===== config.mk =====
export PLATFORM = sky130hd
export DESIGN_NAME = uart_cmd_decoder
export DESIGN_NICKNAME = d
export VERILOG_FILES = /design/src/rtl/uart_cmd_pkg.sv /design/src/rtl/uart_byte_strobe.sv /design/src/rtl/uart_cmd_decoder.sv
export SDC_FILE = /design/constraint.sdc
export NUM_CORES = 1
export LEC_CHECK = 0
export CORE_MARGIN = 2
export CORE_UTILIZATION = 35
export DETAILED_ROUTE_END_ITERATION = 16
export PLACE_DENSITY_LB_ADDON = 0.1
export SLEW_MARGIN = 20
export SYNTH_ARGS = -nofsm -noshare
export SYNTH_HDL_FRONTEND = slang
export SYNTH_SLANG_ARGS = --single-unit

===== constraint.sdc =====
create_clock -name Clk_100M -period 4.05 [get_ports Clk_100M]
set_input_delay 0.405 -clock Clk_100M [delete_from_list [all_inputs] [get_ports Clk_100M]]
set_output_delay 0.405 -clock Clk_100M [all_outputs]
set_load 0.1 [all_outputs]

===== src/rtl/uart_cmd_pkg.sv =====
// Shared constants, state type and byte classifiers for the UART command decoder.
package uart_cmd_pkg;

    localparam logic [7:0] CH_0  = 8'h30;
    localparam logic [7:0] CH_9  = 8'h39;
    localparam logic [7:0] CH_M  = 8'h4D;
    localparam logic [7:0] CH_m  = 8'h6D;
    localparam logic [7:0] CH_CR = 8'h0D;
    localparam logic [7:0] CH_LF = 8'h0A;

    localparam int ACC_W = 10;
    localparam int MAX_DIGITS = 3;

    typedef enum logic [1:0] {
        IDLE = 2'd0,
        NUM  = 2'd1,
        ERR  = 2'd2
    } cmd_state_t;

    function automatic logic is_digit(input logic [7:0] b);
        return (b >= CH_0) && (b <= CH_9);
    endfunction

    function automatic logic is_term(input logic [7:0] b);
        return (b == CH_CR) || (b == CH_LF);
    endfunction

    function automatic logic is_frame_start(input logic [7:0] b);
        return (b == CH_M) || (b == CH_m);
    endfunction

    function automatic logic [3:0] digit_val(input logic [7:0] b);
        logic [7:0] d;
        d = b - CH_0;
        return d[3:0];
    endfunction

endpackage


===== src/rtl/uart_byte_strobe.sv =====
// Falling-edge detector on the receiver busy flag; presents the received byte
// alongside a one-cycle strobe so the consumer registers it on the strobe edge.
module uart_byte_strobe (
    input  logic       clk,
    input  logic       rst,
    input  logic       busy_i,
    input  logic [7:0] data_i,
    output logic       strobe_o,
    output logic [7:0] data_o
);

    logic busy_q;

    // Reset to 1 so the first strobe needs a genuine high->low transition
    // seen while out of reset, not the reset release itself.
    always_ff @(posedge clk or posedge rst) begin
        if (rst) begin
            busy_q <= 1'b1;
        end else begin
            busy_q <= busy_i;
        end
    end

    assign strobe_o = busy_q & ~busy_i;
    assign data_o   = data_i;

endmodule


===== src/rtl/uart_cmd_decoder.sv =====
// Decodes legacy single-digit and framed "M<digits><CR|LF>" commands into a
// validated harmonic multiplier M with a one-cycle Sync pulse on each update.
module uart_cmd_decoder
    import uart_cmd_pkg::*;
#(
    parameter int M_W            = 6,
    parameter int MAX_M          = 63,
    parameter int TIMEOUT_CYCLES = 100_000_000
) (
    input  logic           Clk_100M,
    input  logic           Reset,
    input  logic [7:0]     dataR,
    input  logic           busyR,
    output logic [M_W-1:0] M,
    output logic           Sync,
    output logic           Err,
    output logic           Busy
);

    localparam int TMO_W = (TIMEOUT_CYCLES > 1) ? $clog2(TIMEOUT_CYCLES) : 1;
    localparam logic [TMO_W-1:0] TMO_LAST = TMO_W'(TIMEOUT_CYCLES - 1);
    localparam logic [ACC_W-1:0] MAX_ACC  = ACC_W'(MAX_M);

    logic             strobe;
    logic [7:0]       rx_byte;

    cmd_state_t       state_q;
    logic [M_W-1:0]   m_q;
    logic             sync_q;
    logic             err_q;
    logic             busy_q;
    logic [ACC_W-1:0] acc_q;
    logic [ACC_W-1:0] acc_d;
    logic [1:0]       dcnt_q;
    logic [TMO_W-1:0] tmo_q;

    logic             b_digit;
    logic             b_term;
    logic             b_start;
    logic [3:0]       b_val;
    logic             acc_ok;
    logic             tmo_hit;

    uart_byte_strobe u_strobe (
        .clk      (Clk_100M),
        .rst      (Reset),
        .busy_i   (busyR),
        .data_i   (dataR),
        .strobe_o (strobe),
        .data_o   (rx_byte)
    );

    always_comb begin
        b_digit = is_digit(rx_byte);
        b_term  = is_term(rx_byte);
        b_start = is_frame_start(rx_byte);
        b_val   = digit_val(rx_byte);
        // Only evaluated with at most two digits held, so 99*10+9 fits in ACC_W.
        acc_d   = acc_q * ACC_W'(10) + ACC_W'(b_val);
        // Range check at full accumulator width, before narrowing to M_W.
        acc_ok  = (dcnt_q != 2'd0) && (acc_q != '0) && (acc_q <= MAX_ACC);
        tmo_hit = (state_q != IDLE) && (tmo_q == TMO_LAST);
    end

    always_ff @(posedge Clk_100M or posedge Reset) begin
        if (Reset) begin
            tmo_q <= '0;
        end else if (strobe || (state_q == IDLE) || tmo_hit) begin
            tmo_q <= '0;
        end else begin
            tmo_q <= tmo_q + 1'b1;
        end
    end

    always_ff @(posedge Clk_100M or posedge Reset) begin
        if (Reset) begin
            state_q <= IDLE;
            m_q     <= M_W'(1);
            sync_q  <= 1'b0;
            err_q   <= 1'b0;
            busy_q  <= 1'b0;
            acc_q   <= '0;
            dcnt_q  <= 2'd0;
        end else begin
            sync_q <= 1'b0;
            err_q  <= 1'b0;
            // A byte arriving on the timeout cycle takes priority over the timeout.
            if (strobe) begin
                case (state_q)
                    IDLE: begin
                        if (b_digit && (b_val != 4'd0)) begin
                            m_q    <= M_W'(b_val);
                            sync_q <= 1'b1;
                        end else if (b_start) begin
                            acc_q   <= '0;
                            dcnt_q  <= 2'd0;
                            state_q <= NUM;
                            busy_q  <= 1'b1;
                        end
                    end
                    NUM: begin
                        if (b_digit) begin
                            if (dcnt_q == 2'(MAX_DIGITS)) begin
                                state_q <= ERR;
                                busy_q  <= 1'b0;
                                err_q   <= 1'b1;
                            end else begin
                                acc_q  <= acc_d;
                                dcnt_q <= dcnt_q + 2'd1;
                            end
                        end else if (b_term) begin
                            if (acc_ok) begin
                                m_q    <= M_W'(acc_q);
                                sync_q <= 1'b1;
                            end else begin
                                err_q <= 1'b1;
                            end
                            state_q <= IDLE;
                            busy_q  <= 1'b0;
                            acc_q   <= '0;
                            dcnt_q  <= 2'd0;
                        end else begin
                            state_q <= ERR;
                            busy_q  <= 1'b0;
                            err_q   <= 1'b1;
                        end
                    end
                    ERR: begin
                        if (b_term) begin
                            state_q <= IDLE;
                            acc_q   <= '0;
                            dcnt_q  <= 2'd0;
                        end
                    end
                    default: begin
                        state_q <= IDLE;
                        busy_q  <= 1'b0;
                    end
                endcase
            end else if (tmo_hit) begin
                state_q <= IDLE;
                busy_q  <= 1'b0;
                acc_q   <= '0;
                dcnt_q  <= 2'd0;
            end
        end
    end

    assign M    = m_q;
    assign Sync = sync_q;
    assign Err  = err_q;
    assign Busy = busy_q;

endmodule


Yosys cells after proc, flatten, opt, wreduce, memory -nomap -nowiden. Index checks and enable logic that the tools add are counted.

RAM bits: 0. Output and inout bits: 9. Word-level logic and storage cells: 107. Latch bits: 0. Memories kept: 0. Input bits: 11. Memory bits (read-only): 0. Register bits after elaboration: 51.

Div/mod/pow operators: 0. $lt $le $gt $ge: 3. Shift-type cells: 0. Reductions and logical operators: 20. Add/sub/neg operators: 4. Multiply operators: 1. Mux-type cells: 49. Bitwise logic cells: 2. Eq/ne operators: 19.

Operator list (number): 10-bit 2-to-1 mux (7); 10-bit case mux with 3 select lines (1); 2-bit 2-to-1 mux (14); 27-bit by 1-bit adder with 27-bit output (second input constant) (1); 27-bit == test (second input constant) (1); 27-bit 2-to-1 mux (1); 6-bit 2-to-1 mux (4); 1-bit 2-to-1 mux (17); 8-bit by 4-bit == test with 1-bit output (second input constant) (2); 8-bit by 7-bit == test with 1-bit output (second input constant) (2); 5-bit AND reduction (3); 2-bit case mux with 3 select lines (2); 6-bit case mux with 2 select lines (1); 10-bit by 4-bit adder with 10-bit output (1); 10-bit by 6-bit less-or-equal comparator with 1-bit output (second input constant) (1); 10-bit by 3-bit multiplier with 9-bit output (second input constant) (1); 10-bit nonzero test (1); 3-bit != test (second input constant) (3); 8-bit by 6-bit greater-or-equal comparator with 1-bit output (second input constant) (1); 8-bit by 6-bit less-or-equal comparator with 1-bit output (second input constant) (1); 2-bit != test (second input constant) (4); 4-bit != test (second input constant) (2); 2-bit nonzero test (4); 6-bit AND reduction (1); 14 further kinds (22).

Longest topological paths before layout. Gate-level depths: netlist of the first run.

Word-level depth: 8. Depth in mapped cells: 9. Gate-level depth less buffers: 8.

Cells and area by module. A second synthesis of the first run with hierarchy kept.

Cell total of the unflattened synthesis: 329. Area total of the unflattened synthesis: 3200.6 µm².

Modules (own cells, without submodules): uart_cmd_decoder (cells each 318, area an instance 3096.7 µm², seq. area each 1252.5 µm², instances 1); uart_byte_strobe (cells each 11, area an instance 103.8 µm², seq. area each 26.3 µm², instances 1).

Least setup slack after synthesis of the first run. Ideal clock, no wire load.

Path type: register to register. Start point: reg acc_q[1]. End point: reg acc_q[9]. Library setup time: 122 ps. Stages on the path, launching flop included: 9. Data arrival time: 2876 ps. Data required time: 3928 ps. Period minus slack after synthesis: 2998 ps. Buffers on the path: 0. Slack: 1052 ps. Cells stage by stage: dfrtp_1 > ha_1 > ha_1 > fa_1 > xor2_1 > o2111ai_1 > or3_1 > or4_1 > a32o_1.

Longest elaborated chain between the ends: 6.

Ends and longest elaborated chain: start: declaration (RTL line uart_cmd_decoder.sv:32) `logic [ACC_W-1:0] acc_q;`; start signal: assignment (RTL line uart_cmd_decoder.sv:82) `acc_q <= '0;`; start signal: assignment (RTL line uart_cmd_decoder.sv:95) `acc_q <= '0;`; start signal: assignment (RTL line uart_cmd_decoder.sv:108) `acc_q <= acc_d;`; 10-bit by 3-bit multiplier with 9-bit output (RTL line uart_cmd_decoder.sv:59) `acc_d = acc_q * ACC_W'(10) + ACC_W'(b_val);`; 10-bit by 4-bit adder with 10-bit output (RTL line uart_cmd_decoder.sv:59); 10-bit 2-to-1 mux (RTL line uart_cmd_decoder.sv:103) `if (dcnt_q == 2'(MAX_DIGITS)) begin`; 10-bit 2-to-1 mux (RTL line uart_cmd_decoder.sv:102) `if (b_digit) begin`; 10-bit case mux with 3 select lines (RTL line uart_cmd_decoder.sv:89) `case (state_q)`; 10-bit 2-to-1 mux (RTL line uart_cmd_decoder.sv:88) `if (strobe) begin`.

Every way passes these cells. The select of a mux whose other input is x is not followed. A chain may end at the register's enable or synchronous reset.

Worst setup path after layout of the first run. Same ends and word-level chain as after synthesis.

==> results of run 1 <==
## layer usage
layer	up-vias	track usage [%]
met3	5	2.624
met2	47	23.44
li1	1173	-
met5	-	0
met1	1164	23.52
met4	0	3.793
## area by class of cell
| class | instances | share of cell area (%) |
|---|---|---|
| clock buffers | 6 | 2.041 |
| clock inverters | 2 | 1.689 |
| inverters | 17 | 1.795 |
| multi-input cells | 236 | 48.73 |
| flip-flops and latches | 51 | 35.96 |
| well taps | 108 | 3.800 |
| repair buffers | 22 | 5.982 |
## registers in the layout, summed over array words and instances, names as in the netlist
name,count
tmo_q,27
acc_q,10
M,6
dcnt_q,2
state_q,2
Busy,1
Err,1
Sync,1
u_strobe.busy_q,1
## worst register-to-register path, cell delays in order (launching register included)
cell       delay (ns)
dfrtp_1          0.45
ha_1             0.33
ha_1             0.23
fa_1             0.41
xor2_1           0.27
o2111ai_1        0.21
or3_1            0.42
or4_1            0.51
a32o_1           0.26
## Yosys cell counts, types with 2 or more instances
library cell	count	area [um2]
xnor2_1	23	201.4
inv_1	17	63.81
nand3_1	13	65.06
dfrtp_1	49	1226
a32o_1	4	40.04
buf_4	3	22.52
mux2i_1	2	20.02
o211ai_1	4	30.03
and4_1	4	35.03
o2111ai_1	2	17.52
nor3b_1	2	15.01
clkbuf_1	6	22.52
and2_1	3	18.77
nand4_1	8	50.05
o21ai_0	7	35.03
a22o_2	2	20.02
ha_1	21	262.8
mux2_2	7	78.83
nand2_1	14	52.55
or3_1	2	12.51
a22o_1	9	78.83
nor2b_1	4	25.02
or4_1	5	37.54
dfstp_2	2	52.55
nor4_1	10	62.56
nor2_1	36	135.1
fa_1	2	40.04
nor3_1	4	20.02
and3_1	5	31.28
a21o_1	3	22.52
xor2_1	10	87.58
a21oi_1	8	40.04
or2_2	3	18.77
## power groups by stage
stage          Clock, W  Combinational (W)  Sequential (W)
2_1_floorplan         0           0.000245        0.000865
3_3_place_gp          0           0.000638        0.000614
3_5_place_dp          0           0.000635        0.000614
4_1_cts        0.000444           0.000638        0.000606
5_1_grt        0.000461           0.000679        0.000615
6_report       0.000429           0.000631        0.000604
## metrics by stage
step / hold WS (ns) / util (%) / worst slack (ns)
floorplan: 0.4095 / - / 1.052
CTS: 0.4384 / 40.77 / 0.8615
global route: 0.4670 / 40.77 / 0.6599
finish: 0.4123 / 40.77 / 0.8487
global placement: 0.4767 / 39.25 / 0.7912
detailed placement: 0.4852 / 39.25 / 0.7423
## kinds of logic (layout without fill, tap and decap cells)
logic type | after synthesis | after routing | synth area share, %
DFF | 51 | 51 | 40.78
muxes | 9 | 9 | 3.153
buffers and inverters | 28 | 47 | 3.950
xor gates and xnor gates | 33 | 33 | 9.218
AOI/OAI and AO/OA | 49 | 49 | 11.93
adders and majority gates | 23 | 23 | 9.657
and+or+nand+nor | 122 | 122 | 21.31
## worst paths after layout
path / start / to / slack (ns) / depth (start not counted)
hold reg to reg: tmo_q[0] / tmo_q[0] / 0.49 / 1
max in group asynchronous: Reset / u_strobe.busy_q / 2.83 / 3
setup / recovery: acc_q[1] / acc_q[9] / 0.85 / 8
setup reg to reg: acc_q[1] / acc_q[9] / 0.85 / 8
hold / removal: Reset / tmo_q[3] / 0.41 / 2
min in group Clk_100M: tmo_q[0] / tmo_q[0] / 0.49 / 1
## placed cells by master, fill, tap and decap left out, types with 3 or more instances in the layout
master	synthesis	layout
xor2_1	10	10
nor4_1	10	10
a21oi_1	8	8
ha_1	21	21
and4_1	4	4
buf_4	3	3
nor3_1	4	4
nor2_1	36	36
a32o_1	4	4
inv_1	17	16
o21ai_0	7	7
and2_1	3	3
dfrtp_1	49	49
nand2_1	14	14
or2_2	3	3
a22o_1	9	9
clkbuf_8	0	5
nor2b_1	4	4
nand4_1	8	8
nand3_1	13	13
clkdlybuf4s50_1	0	19
and3_1	5	5
xnor2_1	23	23
a21o_1	3	3
mux2_2	7	7
or4_1	5	5
o211ai_1	4	4
==> results.yml, run 1 <==
min_path:
  min_path_type: "in -> async"
clocking:
  numCtsBuffers: 5
  clkSinkCount: 51
  postCtsHoldBufs: 0
  htree_num_levels: 2
  post-cts-setup-buffers: 0
  ctsResizeCount: 0
  clock_path_buffers: 2
  clock_latency_ns: 0.31
  cts-root-buf: "clkbuf_8"
  clk_pin_slew_ns: 0.10
  cts_tree: "built"
yosys:
  synthArstFlopShare_pct: 100.0
  ys_warn_count: 0
  synth_edf_count: 0
  synth.net_count: 349
  synth.distinct_cells: 54
  syn_area_per_cell_um2: 9.954
  synth-seq-area-share_pct: 40.78
  synthFlopType: "dfrtp_1"
  syn_area_um2: 3136
  netlist_instances: 315
  synth-seq-cells: 51
sta:
  final_hold_viol_count: 0
  setup_viol: 0
  fin_crit_ns: 3.201
  rsz0062_at_grt: "false"
  finalMaxSlewViolations: 0
  tightest_slew_ns: 0.9830
  fmax_mhz: 312.4
  tns_ns: 0
  slew_headroom_pct: 34.26
  fin_crit_sh_pct: 79.04
  fin_skew_ns: 0.007950
detailed_routing:
  top_layer: "met4"
  drt-initial-drc-count: 94
  dr.pass1.iters: 4
  wl_um: 7004
  route.met3.wl_um: 215
  met2_length_um: 3096
  postRouteAntennaNets: 0
  vias: 2389
  wl_per_cell_um: 15.85
  met1Wirelength_um: 3624
  vias_per_cell: 5.405
  route.detailed.drc: 0
floorplan:
  rows: 34
  initial_core_util_pct: 35.95
  die-area_um2: 9732
  fp.dieW_um: 98.65
  core-area_um2: 8721
  die_h_um: 98.65
  boundaryPins: 20
worst_setup_path:
  path_cells: "ha_1 > ha_1 > fa_1 > xor2_1 > o2111ai_1 > or3_1 > or4_1 > a32o_1"
  crit_buf_inv: 0
  crit_arrival_ns: 3.41
  crit_top_cell: "ha_1"
  slowest_stage: "or4_1"
  max_stage_delay_ns: 0.51
  critical_path_required_ns: 4.26
  path_delay_family: "adder cells"
  cp_max_fo: 6
  start_kind: "flip-flop"
  path_class: "reg -> reg"
  cp-end-kind: "flip-flop"
cells_and_area:
  areaGrowthSynthToFinish_pct: 13.41
  finalNetCount: 367
  final_cells: 442
  multi_input_area_um2: 1733
  seq_area_um2: 1279
  fillers: 869
  design_area_um2: 3556
  antenna_cells: 0
  drive_above_1_share_pct: 8.982
place:
  dpl.hpwl_um: 4958
  numPortBuffers: 19
  gp_congestion: 0.8305
  placed_cells: 434
  dpl_cell_area_um2: 3423
global_route:
  grt_pass1_vias: 2393
  antenna_found_initial: 0
  grt_first_pass_wirelength_um: 12380
  grt_usage_pct: 15.61
  grt_max_degree: 32
  overflow: 0
power_and_ir_drop:
  seqPwrFrac_pct: 36.3
  p_sw_share_pct: 40.64
  combPwrFrac_pct: 37.9
  p_leak_nw: 1.487
  p_clk_share_pct: 25.8
  intPower_w: 0.0009875
  peakVddDrop_uv: 344.1
  p_total_w: 0.001663
  power.switching_w: 0.0006760
  powerDensity_nw_per_um2: 467.8
outcome:
  status: "finished clean"
flow_run:
  cap_violations: 0
Power figures use the tool's default switching activity.
==> inputs of run 2 (changes only) <==
==> constraint.sdc (replaced) <==
create_clock -name Clk_100M -period 2.63 [get_ports Clk_100M]
set_input_delay 0.263 -clock Clk_100M [delete_from_list [all_inputs] [get_ports Clk_100M]]
set_output_delay 0.263 -clock Clk_100M [all_outputs]
set_load 0.1 [all_outputs]
==> run 2 against run 1 <==
  * The run now ends with negative setup slack left
  * Core utilization rose by 3.4 points
  * Routed wire length up 6.0%
  * Fmax is 18% higher
  * Sequential cell count unchanged
  * Register-to-register slack worse by 0.93 ns
  * Global-route usage up 0.43 points
  * Via count is 6.1% higher
  * Sequential power grew 54%
==> results.yml, run 2 (synthesis gave the netlist of run 1 again) <==
sta:
  setup_ws_ns: -0.07777
  slew_headroom_pct: 70.95
  rsz0062_at_grt: "true"
  fin_crit_sh_pct: 103.0
  setup_viol: 1
  tightest_slew_ns: 0.4351
  tns_ns: -0.07777
  final_hold_viol_count: 0
  finalMaxSlewViolations: 0
  whs_ns: 0.2646
  fin_skew_ns: 0.01361
  fin_crit_ns: 2.708
  fmax_mhz: 369.3
detailed_routing:
  postRouteAntennaNets: 0
  dr.pass1.iters: 4
  vias_per_cell: 5.281
  wl_um: 7421
  route.detailed.drc: 0
  drt-initial-drc-count: 98
  wl_per_cell_um: 15.46
  vias: 2535
power_and_ir_drop:
  peakVddDrop_uv: 541.6
  combPwrFrac_pct: 43.0
  p_leak_nw: 1.682
  power.switching_w: 0.001061
  powerDensity_nw_per_um2: 646.4
  p_sw_share_pct: 42.64
  seqPwrFrac_pct: 37.3
  p_clk_share_pct: 19.7
  intPower_w: 0.001427
worst_setup_path:
  start_kind: "flip-flop"
  max_stage_delay_ns: 0.41
  worstRegToRegCells: 8
  path_cells: "ha_1 > ha_2 > fa_2 > xor2_2 > o2111ai_2 > or3_1 > or4_1 > a32o_1"
  critical_path_required_ns: 2.82
  crit_arrival_ns: 2.90
  reg2reg_setup_slack_ns: -0.08
  cp_max_fo: 3
  path_class: "reg -> reg"
  r2r-start: "acc_q[3]"
  r2r-end: "acc_q[9]"
  slowest_stage: "dfrtp_1"
  cp-end-kind: "flip-flop"
global_route:
  grt_usage_pct: 16.04
  grt_max_degree: 28
  grt_pass1_vias: 2571
  overflow: 0
  grt_first_pass_wirelength_um: 12570
  antenna_found_initial: 0
outcome:
  violations: "negative setup slack"
  status: "finished with violations"
clocking:
  numCtsBuffers: 5
  clkSinkCount: 51
  postCtsHoldBufs: 0
  cts_tree: "built"
  cts-root-buf: "clkbuf_8"
  clock_latency_ns: 0.31
  clock_path_buffers: 2
  clk_pin_slew_ns: 0.09
  htree_num_levels: 2
cells_and_area:
  drive_above_1_share_pct: 23.39
  regMostFlops: "tmo_q"
  areaGrowthSynthToFinish_pct: 22.79
  final_common_cell: "dfrtp_1"
  layout_common_cells: "dfrtp_1 (49), buf_4 (47), nor2_1 (36)"
  finalNetCount: 405
  largest_register_ffs: 27
  antenna_cells: 0
floorplan:
  core-area_um2: 8721
  rows: 34
  fp.dieW_um: 98.65
  initial_core_util_pct: 35.95
  die-area_um2: 9732
  boundaryPins: 20
  die_h_um: 98.65
min_path:
  min_path_type: "in -> async"
place:
  gp_congestion: 0.8209
  numPortBuffers: 19
  post-place-ws_ns: -0.2415
  dpl.hpwl_um: 5502
flow_run:
  cap_violations: 0
## run 2: per-stage QoR
stage               utilization (%)  cells  power, W  cell area, um2
floorplan                         -    315  0.001709            3158
global placement              42.07    465  0.001971            3669
detailed placement            42.07    465  0.001978            3669
CTS                           43.53    475  0.002482            3796
global route                  44.15    480  0.002643            3850
finish                        44.15    480  0.002489            3850
## run 2: timing repair
action | in CTS | in global routing
gates cloned | 0 | 1
endpoints found under the setup margin | 2 | 32
pin swaps | 5 | 6
resized for setup | 3 | 6
setup buffers | 2 | 4
## run 2: cell type report
cell class	count	area (um2)
clock buffer	7	86.33
clock inverter	1	8.758
fill	849	4871
inverter	17	63.81
multi-input combinational	236	1788
sequential	51	1279
tap	108	135.1
timing repair buffer	60	489.2
## run 2: power groups by stage
stage | sequential (W) | combinational [W] | clock (W)
2_1_floorplan | 0.00133 | 0.000377 | 0
3_3_place_gp | 0.000943 | 0.00103 | 0
3_5_place_dp | 0.000946 | 0.00103 | 0
4_1_cts | 0.000930 | 0.00104 | 0.000514
5_1_grt | 0.000942 | 0.00116 | 0.000542
6_report | 0.000929 | 0.00107 | 0.000489
## run 2: worst max path at each step
stage | startpoint | end | slack [ns] | cells past startpoint
2_1_floorplan | acc_q[3] | acc_q[9] | -0.04 | 7
3_3_place_gp | dataR[1] | acc_q[9] | -0.18 | 9
3_5_place_dp | dataR[1] | acc_q[9] | -0.24 | 9
4_1_cts | acc_q[3] | acc_q[9] | -0.09 | 8
5_1_grt | acc_q[3] | acc_q[9] | -0.18 | 8
6_report | acc_q[3] | acc_q[9] | -0.08 | 8
## run 2: metal layers
metal	vias to the layer above	track usage, %	part of all wire (%)
met5	-	0	0
met4	0	4.847	1.6
met3	11	2.695	3.8
met2	37	25.54	45
met1	1233	22.54	49
li1	1254	-	-
## run 2: worst max-delay path: cells and delay by family (launching register included)
| family | cells | cell delay, ns |
|---|---|---|
| AO/OA/AOI/OAI | 2 | 0.39 |
| adder cells (fa/ha/maj) | 3 | 0.87 |
| AND/OR/NAND/NOR | 2 | 0.74 |
| flip-flops | 1 | 0.41 |
| XOR/XNOR | 1 | 0.19 |
